**src/rtl/piece_ctrl_pkg.sv**
```systemverilog
// Shared types for the active-piece controller: block colours, per-cell
// shape offsets, FSM states, spawn/gravity defaults and the shape table.
package piece_ctrl_pkg;

    typedef enum logic [2:0] {
        EMPTY = 3'd0,
        I_BLK = 3'd1,
        O_BLK = 3'd2,
        T_BLK = 3'd3,
        S_BLK = 3'd4,
        Z_BLK = 3'd5,
        J_BLK = 3'd6,
        L_BLK = 3'd7
    } block_color;

    // One cell offset inside the 4x4 bounding box.
    typedef struct packed {
        logic [1:0] dx;
        logic [1:0] dy;
    } cell_off_t;

    // Element [3] is cell 0, element [0] is cell 3.
    typedef cell_off_t [3:0] shape_offs_t;

    typedef enum logic [2:0] {
        S_SPAWN     = 3'd0,
        S_PLAY      = 3'd1,
        S_LOCK      = 3'd2,
        S_WAIT_BUSY = 3'd3,
        S_OVER      = 3'd4
`ifdef PIECE_HARD_DROP_EN
        ,
        S_DROPPING  = 3'd5
`endif
    } piece_state_t;

    localparam logic [4:0]  SPAWN_X_DEF        = 5'd3;
    localparam logic [4:0]  SPAWN_Y_DEF        = 5'd0;
    localparam int unsigned GRAVITY_FRAMES_DEF = 32'd48;
    localparam int unsigned SOFT_FRAMES_DEF    = 32'd3;

    // Each nibble is one cell as {dx,dy}; the leftmost nibble is cell 0.
    function automatic shape_offs_t shape_offsets(input block_color color, input logic [1:0] rot);
        logic [15:0] tbl;
        case ({color, rot})
            {I_BLK, 2'd0}: tbl = 16'h159D;
            {I_BLK, 2'd1}: tbl = 16'h89AB;
            {I_BLK, 2'd2}: tbl = 16'h26AE;
            {I_BLK, 2'd3}: tbl = 16'h4567;
            {O_BLK, 2'd0},
            {O_BLK, 2'd1},
            {O_BLK, 2'd2},
            {O_BLK, 2'd3}: tbl = 16'h4859;
            {T_BLK, 2'd0}: tbl = 16'h4159;
            {T_BLK, 2'd1}: tbl = 16'h4596;
            {T_BLK, 2'd2}: tbl = 16'h1596;
            {T_BLK, 2'd3}: tbl = 16'h4156;
            {S_BLK, 2'd0}: tbl = 16'h4815;
            {S_BLK, 2'd1}: tbl = 16'h459A;
            {S_BLK, 2'd2}: tbl = 16'h5926;
            {S_BLK, 2'd3}: tbl = 16'h0156;
            {Z_BLK, 2'd0}: tbl = 16'h0459;
            {Z_BLK, 2'd1}: tbl = 16'h8596;
            {Z_BLK, 2'd2}: tbl = 16'h156A;
            {Z_BLK, 2'd3}: tbl = 16'h4152;
            {J_BLK, 2'd0}: tbl = 16'h0159;
            {J_BLK, 2'd1}: tbl = 16'h4856;
            {J_BLK, 2'd2}: tbl = 16'h159A;
            {J_BLK, 2'd3}: tbl = 16'h4526;
            {L_BLK, 2'd0}: tbl = 16'h8159;
            {L_BLK, 2'd1}: tbl = 16'h456A;
            {L_BLK, 2'd2}: tbl = 16'h1592;
            {L_BLK, 2'd3}: tbl = 16'h0456;
            default:       tbl = 16'h0000;
        endcase
        return shape_offs_t'(tbl);
    endfunction

endpackage

```
**src/rtl/piece_cells.sv**
```systemverilog
// Turns a piece origin, rotation and colour into the four packed cell
// coordinates (cell k at [19-5k -: 5]). Coordinates wrap modulo 32, so a
// column left of 0 shows up as 31 for the board to reject.
module piece_cells
    import piece_ctrl_pkg::*;
(
    input  logic [4:0]  org_x_i,
    input  logic [4:0]  org_y_i,
    input  logic [1:0]  rot_i,
    input  block_color  color_i,
    output logic [19:0] x_cells_o,
    output logic [19:0] y_cells_o
);

    shape_offs_t offs_s;

    assign offs_s = shape_offsets(color_i, rot_i);

    for (genvar k = 0; k < 4; k++) begin : g_cell
        assign x_cells_o[19-5*k -: 5] = org_x_i + {3'b000, offs_s[3-k].dx};
        assign y_cells_o[19-5*k -: 5] = org_y_i + {3'b000, offs_s[3-k].dy};
    end

endmodule

```
**src/rtl/piece_ctrl.sv**
```systemverilog
// Active-tetromino controller. Keeps origin, rotation and colour of the
// falling piece, applies gravity and edge-detected key moves (sampled on
// frame strobes) when the board allows them, locks the piece, waits for the
// board's line clear and spawns the next piece.
// Optional feature: define PIECE_HARD_DROP_EN to add the hard-drop state,
// which walks the piece down one row every second clock until it lands.
module piece_ctrl
    import piece_ctrl_pkg::*;
#(
    parameter int unsigned GRAVITY_FRAMES = GRAVITY_FRAMES_DEF,
    parameter int unsigned SOFT_FRAMES    = SOFT_FRAMES_DEF,
    parameter logic [4:0]  SPAWN_X        = SPAWN_X_DEF,
    parameter logic [4:0]  SPAWN_Y        = SPAWN_Y_DEF
)(
    input  logic        Clk,
    input  logic        Reset,
    input  logic        frame_clk_rising_edge,
    input  logic        key_left,
    input  logic        key_right,
    input  logic        key_rot_l,
    input  logic        key_rot_r,
    input  logic        soft_drop,
    input  logic        hard_drop,
    input  block_color  next_block,
    input  logic [4:0]  can_move,
    input  logic        BOARD_BUSY,
    output logic [19:0] x_block,
    output logic [19:0] y_block,
    output logic [19:0] save_xblock,
    output logic [19:0] save_yblock,
    output logic [19:0] x_move_left,
    output logic [19:0] y_move_left,
    output logic [19:0] x_move_right,
    output logic [19:0] y_move_right,
    output logic [19:0] x_move_down,
    output logic [19:0] y_move_down,
    output logic [19:0] x_rotate_left,
    output logic [19:0] y_rotate_left,
    output logic [19:0] x_rotate_right,
    output logic [19:0] y_rotate_right,
    output block_color  block,
    output logic        get_new_block,
    output logic        game_over
);

    localparam int unsigned MAX_FRAMES = (GRAVITY_FRAMES > SOFT_FRAMES) ? GRAVITY_FRAMES : SOFT_FRAMES;
    localparam int          CNT_W      = $clog2(MAX_FRAMES + 32'd1);
    localparam logic [CNT_W-1:0] GRAV_LAST = CNT_W'(GRAVITY_FRAMES - 32'd1);
    localparam logic [CNT_W-1:0] SOFT_LAST = CNT_W'(SOFT_FRAMES - 32'd1);

    // can_move bit positions
    localparam int CM_LEFT  = 4;
    localparam int CM_RIGHT = 3;
    localparam int CM_ROT_R = 2;
    localparam int CM_ROT_L = 1;
    localparam int CM_DOWN  = 0;

    // key vector bit positions {rot_r, rot_l, left, right}
    localparam int K_ROT_R = 3;
    localparam int K_ROT_L = 2;
    localparam int K_LEFT  = 1;
    localparam int K_RIGHT = 0;

    piece_state_t     state_q, state_d;
    logic [4:0]       org_x_q, org_x_d;
    logic [4:0]       org_y_q, org_y_d;
    logic [1:0]       rot_q, rot_d;
    block_color       color_q, color_d;
    logic [CNT_W-1:0] cnt_q, cnt_d;
    logic [3:0]       hist_q, hist_d;
    logic [19:0]      save_x_q, save_x_d;
    logic [19:0]      save_y_q, save_y_d;
    logic             save_sel_q, save_sel_d;
    logic             get_new_q, get_new_d;
    logic             game_over_q, game_over_d;
    logic             wait_first_q, wait_first_d;
    logic             move_s;
    logic             tick_s;
    logic [CNT_W-1:0] last_s;
    logic [3:0]       keys_s;
    logic [3:0]       edge_s;

`ifdef PIECE_HARD_DROP_EN
    logic hd_hist_q, hd_hist_d;
    logic drop_phase_q, drop_phase_d;
    logic hd_edge_s;
    assign hd_edge_s = hard_drop & ~hd_hist_q;
`else
    logic unused_hard_drop_s;
    assign unused_hard_drop_s = hard_drop;
`endif

    assign keys_s = {key_rot_r, key_rot_l, key_left, key_right};
    assign edge_s = keys_s & ~hist_q;
    assign last_s = soft_drop ? SOFT_LAST : GRAV_LAST;
    // >= so that switching to a shorter limit mid-count ticks on the next strobe
    assign tick_s = (cnt_q >= last_s);

    piece_cells u_cur (
        .org_x_i(org_x_q), .org_y_i(org_y_q), .rot_i(rot_q), .color_i(color_q),
        .x_cells_o(x_block), .y_cells_o(y_block)
    );
    piece_cells u_left (
        .org_x_i(org_x_q - 5'd1), .org_y_i(org_y_q), .rot_i(rot_q), .color_i(color_q),
        .x_cells_o(x_move_left), .y_cells_o(y_move_left)
    );
    piece_cells u_right (
        .org_x_i(org_x_q + 5'd1), .org_y_i(org_y_q), .rot_i(rot_q), .color_i(color_q),
        .x_cells_o(x_move_right), .y_cells_o(y_move_right)
    );
    piece_cells u_down (
        .org_x_i(org_x_q), .org_y_i(org_y_q + 5'd1), .rot_i(rot_q), .color_i(color_q),
        .x_cells_o(x_move_down), .y_cells_o(y_move_down)
    );
    piece_cells u_rot_l (
        .org_x_i(org_x_q), .org_y_i(org_y_q), .rot_i(rot_q - 2'd1), .color_i(color_q),
        .x_cells_o(x_rotate_left), .y_cells_o(y_rotate_left)
    );
    piece_cells u_rot_r (
        .org_x_i(org_x_q), .org_y_i(org_y_q), .rot_i(rot_q + 2'd1), .color_i(color_q),
        .x_cells_o(x_rotate_right), .y_cells_o(y_rotate_right)
    );

    // Erase cells: the pre-move position for the cycle after a move, else the current one.
    assign save_xblock   = save_sel_q ? save_x_q : x_block;
    assign save_yblock   = save_sel_q ? save_y_q : y_block;
    assign block         = color_q;
    assign get_new_block = get_new_q;
    assign game_over     = game_over_q;

    // Next-state logic: piece FSM, one action per strobe, lock/spawn handshake.
    always_comb begin
        state_d      = state_q;
        org_x_d      = org_x_q;
        org_y_d      = org_y_q;
        rot_d        = rot_q;
        color_d      = color_q;
        cnt_d        = cnt_q;
        hist_d       = hist_q;
        get_new_d    = 1'b0;
        game_over_d  = game_over_q;
        wait_first_d = wait_first_q;
        move_s       = 1'b0;
`ifdef PIECE_HARD_DROP_EN
        hd_hist_d    = hd_hist_q;
        drop_phase_d = drop_phase_q;
`endif

        if (frame_clk_rising_edge && (state_q != S_OVER)) begin
            hist_d = keys_s;
`ifdef PIECE_HARD_DROP_EN
            hd_hist_d = hard_drop;
`endif
        end else begin
            hist_d = hist_q;
        end

        case (state_q)
            S_SPAWN: begin
                org_x_d = SPAWN_X;
                org_y_d = SPAWN_Y;
                rot_d   = 2'd0;
                color_d = next_block;
                cnt_d   = '0;
                state_d = S_PLAY;
            end
            S_PLAY: begin
                if (frame_clk_rising_edge) begin
                    cnt_d = tick_s ? '0 : (cnt_q + CNT_W'(1));
                    if (tick_s) begin
                        if (can_move[CM_DOWN]) begin
                            org_y_d = org_y_q + 5'd1;
                            move_s  = 1'b1;
                        end else begin
                            state_d   = S_LOCK;
                            get_new_d = 1'b1;
                        end
`ifdef PIECE_HARD_DROP_EN
                    end else if (hd_edge_s) begin
                        state_d      = S_DROPPING;
                        drop_phase_d = 1'b0;
`endif
                    end else if (edge_s[K_ROT_R]) begin
                        if (can_move[CM_ROT_R]) begin
                            rot_d  = rot_q + 2'd1;
                            move_s = 1'b1;
                        end else begin
                            move_s = 1'b0;
                        end
                    end else if (edge_s[K_ROT_L]) begin
                        if (can_move[CM_ROT_L]) begin
                            rot_d  = rot_q - 2'd1;
                            move_s = 1'b1;
                        end else begin
                            move_s = 1'b0;
                        end
                    end else if (edge_s[K_LEFT]) begin
                        if (can_move[CM_LEFT]) begin
                            org_x_d = org_x_q - 5'd1;
                            move_s  = 1'b1;
                        end else begin
                            move_s = 1'b0;
                        end
                    end else if (edge_s[K_RIGHT]) begin
                        if (can_move[CM_RIGHT]) begin
                            org_x_d = org_x_q + 5'd1;
                            move_s  = 1'b1;
                        end else begin
                            move_s = 1'b0;
                        end
                    end else begin
                        move_s = 1'b0;
                    end
                end else begin
                    cnt_d = cnt_q;
                end
            end
`ifdef PIECE_HARD_DROP_EN
            S_DROPPING: begin
                // Step on every other clock so the board can repaint in between.
                drop_phase_d = ~drop_phase_q;
                if (drop_phase_q) begin
                    if (can_move[CM_DOWN]) begin
                        org_y_d = org_y_q + 5'd1;
                        move_s  = 1'b1;
                    end else begin
                        state_d   = S_LOCK;
                        get_new_d = 1'b1;
                    end
                end else begin
                    move_s = 1'b0;
                end
            end
`endif
            S_LOCK: begin
                // Cells stay put this cycle so the board absorbs them.
                if (org_y_q == SPAWN_Y) begin
                    game_over_d = 1'b1;
                    state_d     = S_OVER;
                end else begin
                    wait_first_d = 1'b1;
                    state_d      = S_WAIT_BUSY;
                end
            end
            S_WAIT_BUSY: begin
                // The board raises busy one cycle late, so the first cycle is skipped.
                if (wait_first_q) begin
                    wait_first_d = 1'b0;
                end else if (!BOARD_BUSY) begin
                    state_d = S_SPAWN;
                end else begin
                    state_d = S_WAIT_BUSY;
                end
            end
            S_OVER: begin
                state_d = S_OVER;
            end
            default: begin
                state_d = S_SPAWN;
            end
        endcase

        if (move_s) begin
            save_x_d   = x_block;
            save_y_d   = y_block;
            save_sel_d = 1'b1;
        end else begin
            save_x_d   = save_x_q;
            save_y_d   = save_y_q;
            save_sel_d = 1'b0;
        end
    end

    // State registers with synchronous reset to a freshly spawned piece.
    always_ff @(posedge Clk) begin
        if (Reset) begin
            state_q      <= S_SPAWN;
            org_x_q      <= SPAWN_X;
            org_y_q      <= SPAWN_Y;
            rot_q        <= 2'd0;
            color_q      <= next_block;
            cnt_q        <= '0;
            hist_q       <= 4'd0;
            save_x_q     <= 20'd0;
            save_y_q     <= 20'd0;
            save_sel_q   <= 1'b0;
            get_new_q    <= 1'b0;
            game_over_q  <= 1'b0;
            wait_first_q <= 1'b0;
`ifdef PIECE_HARD_DROP_EN
            hd_hist_q    <= 1'b0;
            drop_phase_q <= 1'b0;
`endif
        end else begin
            state_q      <= state_d;
            org_x_q      <= org_x_d;
            org_y_q      <= org_y_d;
            rot_q        <= rot_d;
            color_q      <= color_d;
            cnt_q        <= cnt_d;
            hist_q       <= hist_d;
            save_x_q     <= save_x_d;
            save_y_q     <= save_y_d;
            save_sel_q   <= save_sel_d;
            get_new_q    <= get_new_d;
            game_over_q  <= game_over_d;
            wait_first_q <= wait_first_d;
`ifdef PIECE_HARD_DROP_EN
            hd_hist_q    <= hd_hist_d;
            drop_phase_q <= drop_phase_d;
`endif
        end
    end

endmodule

```
**config.mk**
```make
export PLATFORM = sky130hd
export DESIGN_NAME = piece_ctrl
export DESIGN_NICKNAME = d
export VERILOG_FILES = /design/src/rtl/piece_ctrl_pkg.sv /design/src/rtl/piece_cells.sv /design/src/rtl/piece_ctrl.sv
export SDC_FILE = /design/constraint.sdc
export NUM_CORES = 1
export LEC_CHECK = 0
export BUFFER_PORTS_ARGS = -buffer_cell sky130_fd_sc_hd__clkbuf_2
export CAP_MARGIN = 20
export CORE_MARGIN = 2
export CORE_UTILIZATION = 61
export CTS_BUF_LIST = sky130_fd_sc_hd__clkbuf_4 sky130_fd_sc_hd__clkbuf_8
export CTS_CLUSTER_SIZE = 24
export DETAILED_ROUTE_END_ITERATION = 12
export HOLD_SLACK_MARGIN = 0.02
export PLACE_DENSITY = 0.85
export SETUP_SLACK_MARGIN = 0.2
export SLEW_MARGIN = 5
export SYNTH_ARGS = -nofsm -noshare
export SYNTH_HDL_FRONTEND = slang
export SYNTH_HIERARCHICAL = 1
export SYNTH_SLANG_ARGS = --single-unit
```
**constraint.sdc**
```tcl
create_clock -name Clk -period 9.09 [get_ports Clk]
set_input_delay 2.727 -clock Clk [delete_from_list [all_inputs] [get_ports Clk]]
set_output_delay 2.727 -clock Clk [all_outputs]
set_load 0.01 [all_outputs]
```
==> results of run 1 <==
final timing paths:
check / startpoint / endpoint / slack, ps / cells after the start
max: block[0] / save_xblock[9] / 2340 / 11
min: save_x_q[2] / save_x_q[2] / 460 / 2
max reg2reg: block[0] / save_x_q[9] / 5450 / 11
min reg2reg: save_x_q[2] / save_x_q[2] / 460 / 2
routing by layer:
metal	share of wire (%)	GRT usage, %
met5	0	0
met4	3.1	11.1
met3	5.8	3.35
met2	49	53.4
met1	42	38.2
area by class of cell:
cell class                      instances  share of cell area, %
Clock buffer                           10                  0.936
Inverter                              133                   3.56
Timing Repair Buffer                  316                   11.9
Tap cell                              270                   2.41
Multi-Input combinational cell       1247                   70.3
Sequential cell                        72                   10.6
Clock inverter                          6                  0.312
state kept, by name, indices dropped and copies added (netlist names):
name           flops
save_x_q          20
save_y_q          20
cnt_q              6
org_x_q            5
org_y_q            5
hist_q             4
block              3
state_q            3
rot_q              2
game_over          1
get_new_block      1
save_sel_q         1
wait_first_q       1
synthesized netlist by cell type, drive strengths merged, types with 5 or more instances:
cell	instances
a22o	8
inv	133
o22ai	12
o21bai	7
mux2i	82
fa	48
clkbuf	21
and2	6
nand2	207
o32ai	7
xnor2	103
mux2	47
a22oi	11
a211o	5
a21oi	67
o2111ai	6
ha	147
o211ai	11
a21boi	7
o21ai	40
buf	75
o31ai	5
a311o	5
nor2b	24
xor2	53
nor3	8
a2bb2oi	5
and3	5
a221oi	6
nor2	96
a32o	7
dfxtp	69
a21o	55
o221ai	8
nand2b	41
nand3	45
critical path, stage by stage (launching register included):
cell      delay (ps)
edfxtp_1         970
buf_4            630
nor2b_4          290
a22oi_1          120
o211ai_1         200
ha_1             210
inv_1             60
fa_1             390
nor2_1           180
xor2_1           270
mux2_2           200
clkbuf_2         130
cells by family (layout without fill, tap and decap cells):
| logic type | after synthesis | after routing | share of synthesized area (%) |
|---|---|---|---|
| XOR/XNOR | 156 | 156 | 11.0 |
| AO/OA/AOI/OAI | 306 | 306 | 17.6 |
| flip-flops | 72 | 72 | 11.8 |
| adder cells (fa/ha/maj) | 195 | 195 | 22.5 |
| buffers and inverters | 229 | 465 | 9.03 |
| multiplexers | 129 | 129 | 10.9 |
| AND/OR/NAND/NOR | 461 | 461 | 17.2 |
stage by stage:
stage                     utilization [%]  total power [W]  worst slack [ps]  instance area (sq um)  instances
after global routing                 69.8          0.00328              2120                  14000       2054
after detailed placement             68.7          0.00277              2720                  13800       2036
after floorplan                         -          0.00206              2770                  12500       1548
final                                69.8          0.00304              2340                  14000       2054
after global placement               68.7          0.00271              2760                  13800       2036
after CTS                            69.6          0.00302              2340                  14000       2052
power breakdown:
group / switching (W) / total [W] / internal [W]
registers: 0.0000862 / 0.000435 / 0.000349
clock network: 0.000133 / 0.000236 / 0.000104
logic: 0.00140 / 0.00237 / 0.000973
total: 0.00162 / 0.00304 / 0.00143
==> flow_summary.ini, run 1 <==
[finish]
sequential_cell_area_sq_um = 1480
fill_cells = 1603
final_common_cell = clkbuf_2
drive_gt1_share_pct = 23.2
area_growth_pct = 12.7
final_nets = 1992
layout_common_cells = clkbuf_2, nand2_1, ha_1, inv_1, xnor2_1
multi_input_area_sq_um = 9870
n_antenna_cell = 0

[clock_tree]
cts_buffers = 9
cts.sinks = 72
cts-root-buf = clkbuf_8
cts.htree.levels = 3
cts_setup_buffers = 0
post_cts_resized = 0
postCtsHoldBufs = 0
cts.clk_slew.worst_paths_ps = 90
clk_latency_ps = 360
cts_tree = yes
cts_buffer_depth = 2

[sta]
timing.slew.headroom_pct = 30.6
hold_ws_ps = 464
worstMarginPinSlew_ps = 1040
tns_ps = 0
clock_skew_ps = 9.54
fmax_ghz = 0.148
final_max_slew_viol_count = 0
finalHoldViolCount = 0
finalCritPeriodShare_pct = 74.2
rsz0062_at_grt = no
finalSetupViolCount = 0
period_needed_ps = 6750

[logic_synthesis]
synth.largest_area_cell = ha_1
yosysTopAreaCellShare_pct = 14.8
synth_cells = 1548
synth.area.top_cells = ha_1, dfxtp_1, fa_1, xnor2_1, mux2i_1
synth_ff_type = dfxtp_1
syn_nets = 1761
ys_seq_elements = 72
yosysUniqueCellTypes = 85
synth_area_per_cell_sq_um = 8.05
synthArstFlopShare_pct = 0
yosysWarnings = 6
synth-seq-area-share_pct = 11.8
synthesis.area_sq_um = 12500
synth_edf_count = 3

[global_route]
grt_start_max_net_pins = 126
antenna_found_initial = 0
track_usage_pct = 30.3
grt_overflow = 0
grt_pass1_wl_um = 55200
grt_pass1_vias = 11400

[die]
dieWidth_um = 147
die_area_sq_um = 21600
fp.dieH_um = 147
rows = 52
core_area_sq_um = 20100
io_pins = 303
start_util_pct = 62.0

[placement]
io_buffers = 301
dp_hpwl_um = 25700
place_congestion = 0.904

[routing]
num_vias = 12100
ant_nets = 0
wl_per_cell_um = 16.8
drc_errors = 0
drt_first_pass_iters = 6
drt_iter0_markers = 1032
routed_via_density = 5.89
drt_wl_total_um = 34500

[critical_path]
critPathKind = flip-flop to primary output
crit_required_ps = 6360
start_kind = flip-flop
endpoint_kind = primary output
arrival_ps = 4020
critPathMaxFanout = 54

[job]
maxCapViolations = 0

[status]
run_status = finished clean

[power_and_ir_drop]
power.density_nw_per_um2 = 217
vdd_drop_max_mv = 0.134
leakage_nw = 7.06

[worst_hold_path]
hold_path.class = flip-flop to flip-flop
No activity file was read; power rests on OpenSTA's default activity.
==> run 2, diff against run 1 <==
--- a/config.mk
+++ b/config.mk
@@ -8,12 +8,12 @@
 export BUFFER_PORTS_ARGS = -buffer_cell sky130_fd_sc_hd__clkbuf_2
 export CAP_MARGIN = 20
 export CORE_MARGIN = 2
-export CORE_UTILIZATION = 61
+export CORE_UTILIZATION = 57
 export CTS_BUF_LIST = sky130_fd_sc_hd__clkbuf_4 sky130_fd_sc_hd__clkbuf_8
 export CTS_CLUSTER_SIZE = 24
 export DETAILED_ROUTE_END_ITERATION = 12
 export HOLD_SLACK_MARGIN = 0.02
-export PLACE_DENSITY = 0.85
+export PLACE_DENSITY = 0.8
 export SETUP_SLACK_MARGIN = 0.2
 export SLEW_MARGIN = 5
 export SYNTH_ARGS = -nofsm -noshare
==> constraint.sdc (replaced) <==
create_clock -name Clk -period 6.4 [get_ports Clk]
set_input_delay 1.92 -clock Clk [delete_from_list [all_inputs] [get_ports Clk]]
set_output_delay 1.92 -clock Clk [all_outputs]
set_load 0.01 [all_outputs]
==> run 2 against run 1 <==
- register-to-register slack worse by 2200 ps
- die area rose by 6.8%
- routed wire length up 0.73%
==> flow_summary.ini, run 2 (same netlist as run 1, synthesis figures left out) <==
[power_and_ir_drop]
clockPowerShare_pct = 8.7
combPwrFrac_pct = 77.9
p_switching_w = 0.00226
leakage_nw = 7.12
power.density_nw_per_um2 = 308
power_w = 0.00434
vdd_drop_max_mv = 0.236
power.internal_w = 0.00208
power_frac_seq_pct = 13.5
swShare_pct = 52.1

[sta]
period_needed_ps = 5920
finalHoldViolCount = 0
final_max_slew_viol_count = 0
finalSetupViolCount = 0
clock_skew_ps = 12.8
tns_ps = 0
layout_setup_ws_ps = 478
fmax_ghz = 0.169
worstMarginPinSlew_ps = 997
finalCritPeriodShare_pct = 92.5
rsz0062_at_grt = no
timing.slew.headroom_pct = 33.5

[clock_tree]
cts_setup_buffers = 0
cts.sinks = 72
cts_buffer_depth = 2
postCtsHoldBufs = 0
cts.clk_slew.worst_paths_ps = 80
cts-root-buf = clkbuf_8
clk_latency_ps = 360
post_cts_resized = 0
cts_tree = yes
cts.htree.levels = 3
cts_buffers = 9

[routing]
route.met2.wl_um = 16900
routed_via_density = 5.78
met1Wirelength_um = 14900
drt_iter0_markers = 937
ant_nets = 0
highest_layer = met4
num_vias = 12000
wl_per_cell_um = 16.7
drt_first_pass_iters = 6
routed-wl-met3_um = 2020
drc_errors = 0
drt_wl_total_um = 34800

[global_route]
grt_pass1_wl_um = 55800
track_usage_pct = 28.4
grt_pass1_vias = 11200
grt_start_max_net_pins = 109
antenna_found_initial = 0
grt_overflow = 0

[finish]
layout_common_cells = clkbuf_2, nand2_1, ha_1, inv_1, xnor2_1
n_antenna_cell = 0
design_area_sq_um = 14100
final_nets = 2003
area_growth_pct = 13.3
final_common_cell = clkbuf_2
drive_gt1_share_pct = 23.6
top_regs = save_x_q x20, save_y_q x20, cnt_q x6

[die]
dieWidth_um = 152
fp.dieH_um = 152
rows = 54
start_util_pct = 57.6
die_area_sq_um = 23100
core_area_sq_um = 21600
io_pins = 303

[job]
maxCapViolations = 0

[status]
run_status = finished clean

[critical_path]
start_kind = flip-flop
critPathKind = flip-flop to primary output
endpoint_kind = primary output
crit_required_ps = 4480
arrival_ps = 4000
critPathMaxFanout = 17

[placement]
io_buffers = 301
place_congestion = 0.945
dp_hpwl_um = 26400
preCtsSetupSlack_ps = 931
place_area_sq_um = 13900

[worst_hold_path]
hold_path.class = flip-flop to flip-flop
[run 2: worst paths after layout]
path	slack (ps)	cells after the start	endpoint	from
worst min register to register	460	2	save_y_q[4]	save_y_q[4]
worst min-delay path	460	2	save_y_q[4]	save_y_q[4]
worst max-delay path	480	12	y_rotate_right[4]	rot_q[0]
worst max register to register	3300	10	save_x_q[14]	block[1]
[run 2: power groups by stage]
stage | registers, W | logic, W | clock network [W]
2_1_floorplan | 0.000579 | 0.00235 | 0
3_3_place_gp | 0.000591 | 0.00329 | 0
3_5_place_dp | 0.000594 | 0.00335 | 0
4_1_cts | 0.000583 | 0.00337 | 0.000386
5_1_grt | 0.000595 | 0.00370 | 0.000402
6_report | 0.000584 | 0.00338 | 0.000376
[run 2: critical path, cell delays in order (launching register included)]
cell and delay (ps):
dfxtp_2 430, xnor2_1 720, inv_1 340, inv_1 240, ha_1 290, nor2_1 110
o31ai_1 270, ha_1 210, inv_1 70, fa_1 470, nor2_1 160, xor2_1 170
clkbuf_2 150
[run 2: through the flow]
stage,hold slack (ps),utilization [%],std cells
after floorplan,431,-,1548
after global placement,439,64.3,2059
after detailed placement,447,64.3,2059
after CTS,461,65.3,2075
after global routing,481,65.3,2075
final,459,65.3,2075
[run 2: cell type report]
class	count	area [sq um]
clock inverter	5	55.1
clock buffer	11	145
fill	1867	7510
inverter	133	499
multi-input combinational	1247	9870
timing repair buffer	327	1710
sequential	72	1480
tap	280	350
[run 2: layer usage]
| metal | up-vias | global-route usage [%] |
|---|---|---|
| li1 | 5791 | - |
| met4 | 0 | 8.63 |
| met1 | 5688 | 36.8 |
| met3 | 57 | 3.02 |
| met5 | - | 0 |
| met2 | 453 | 49.9 |
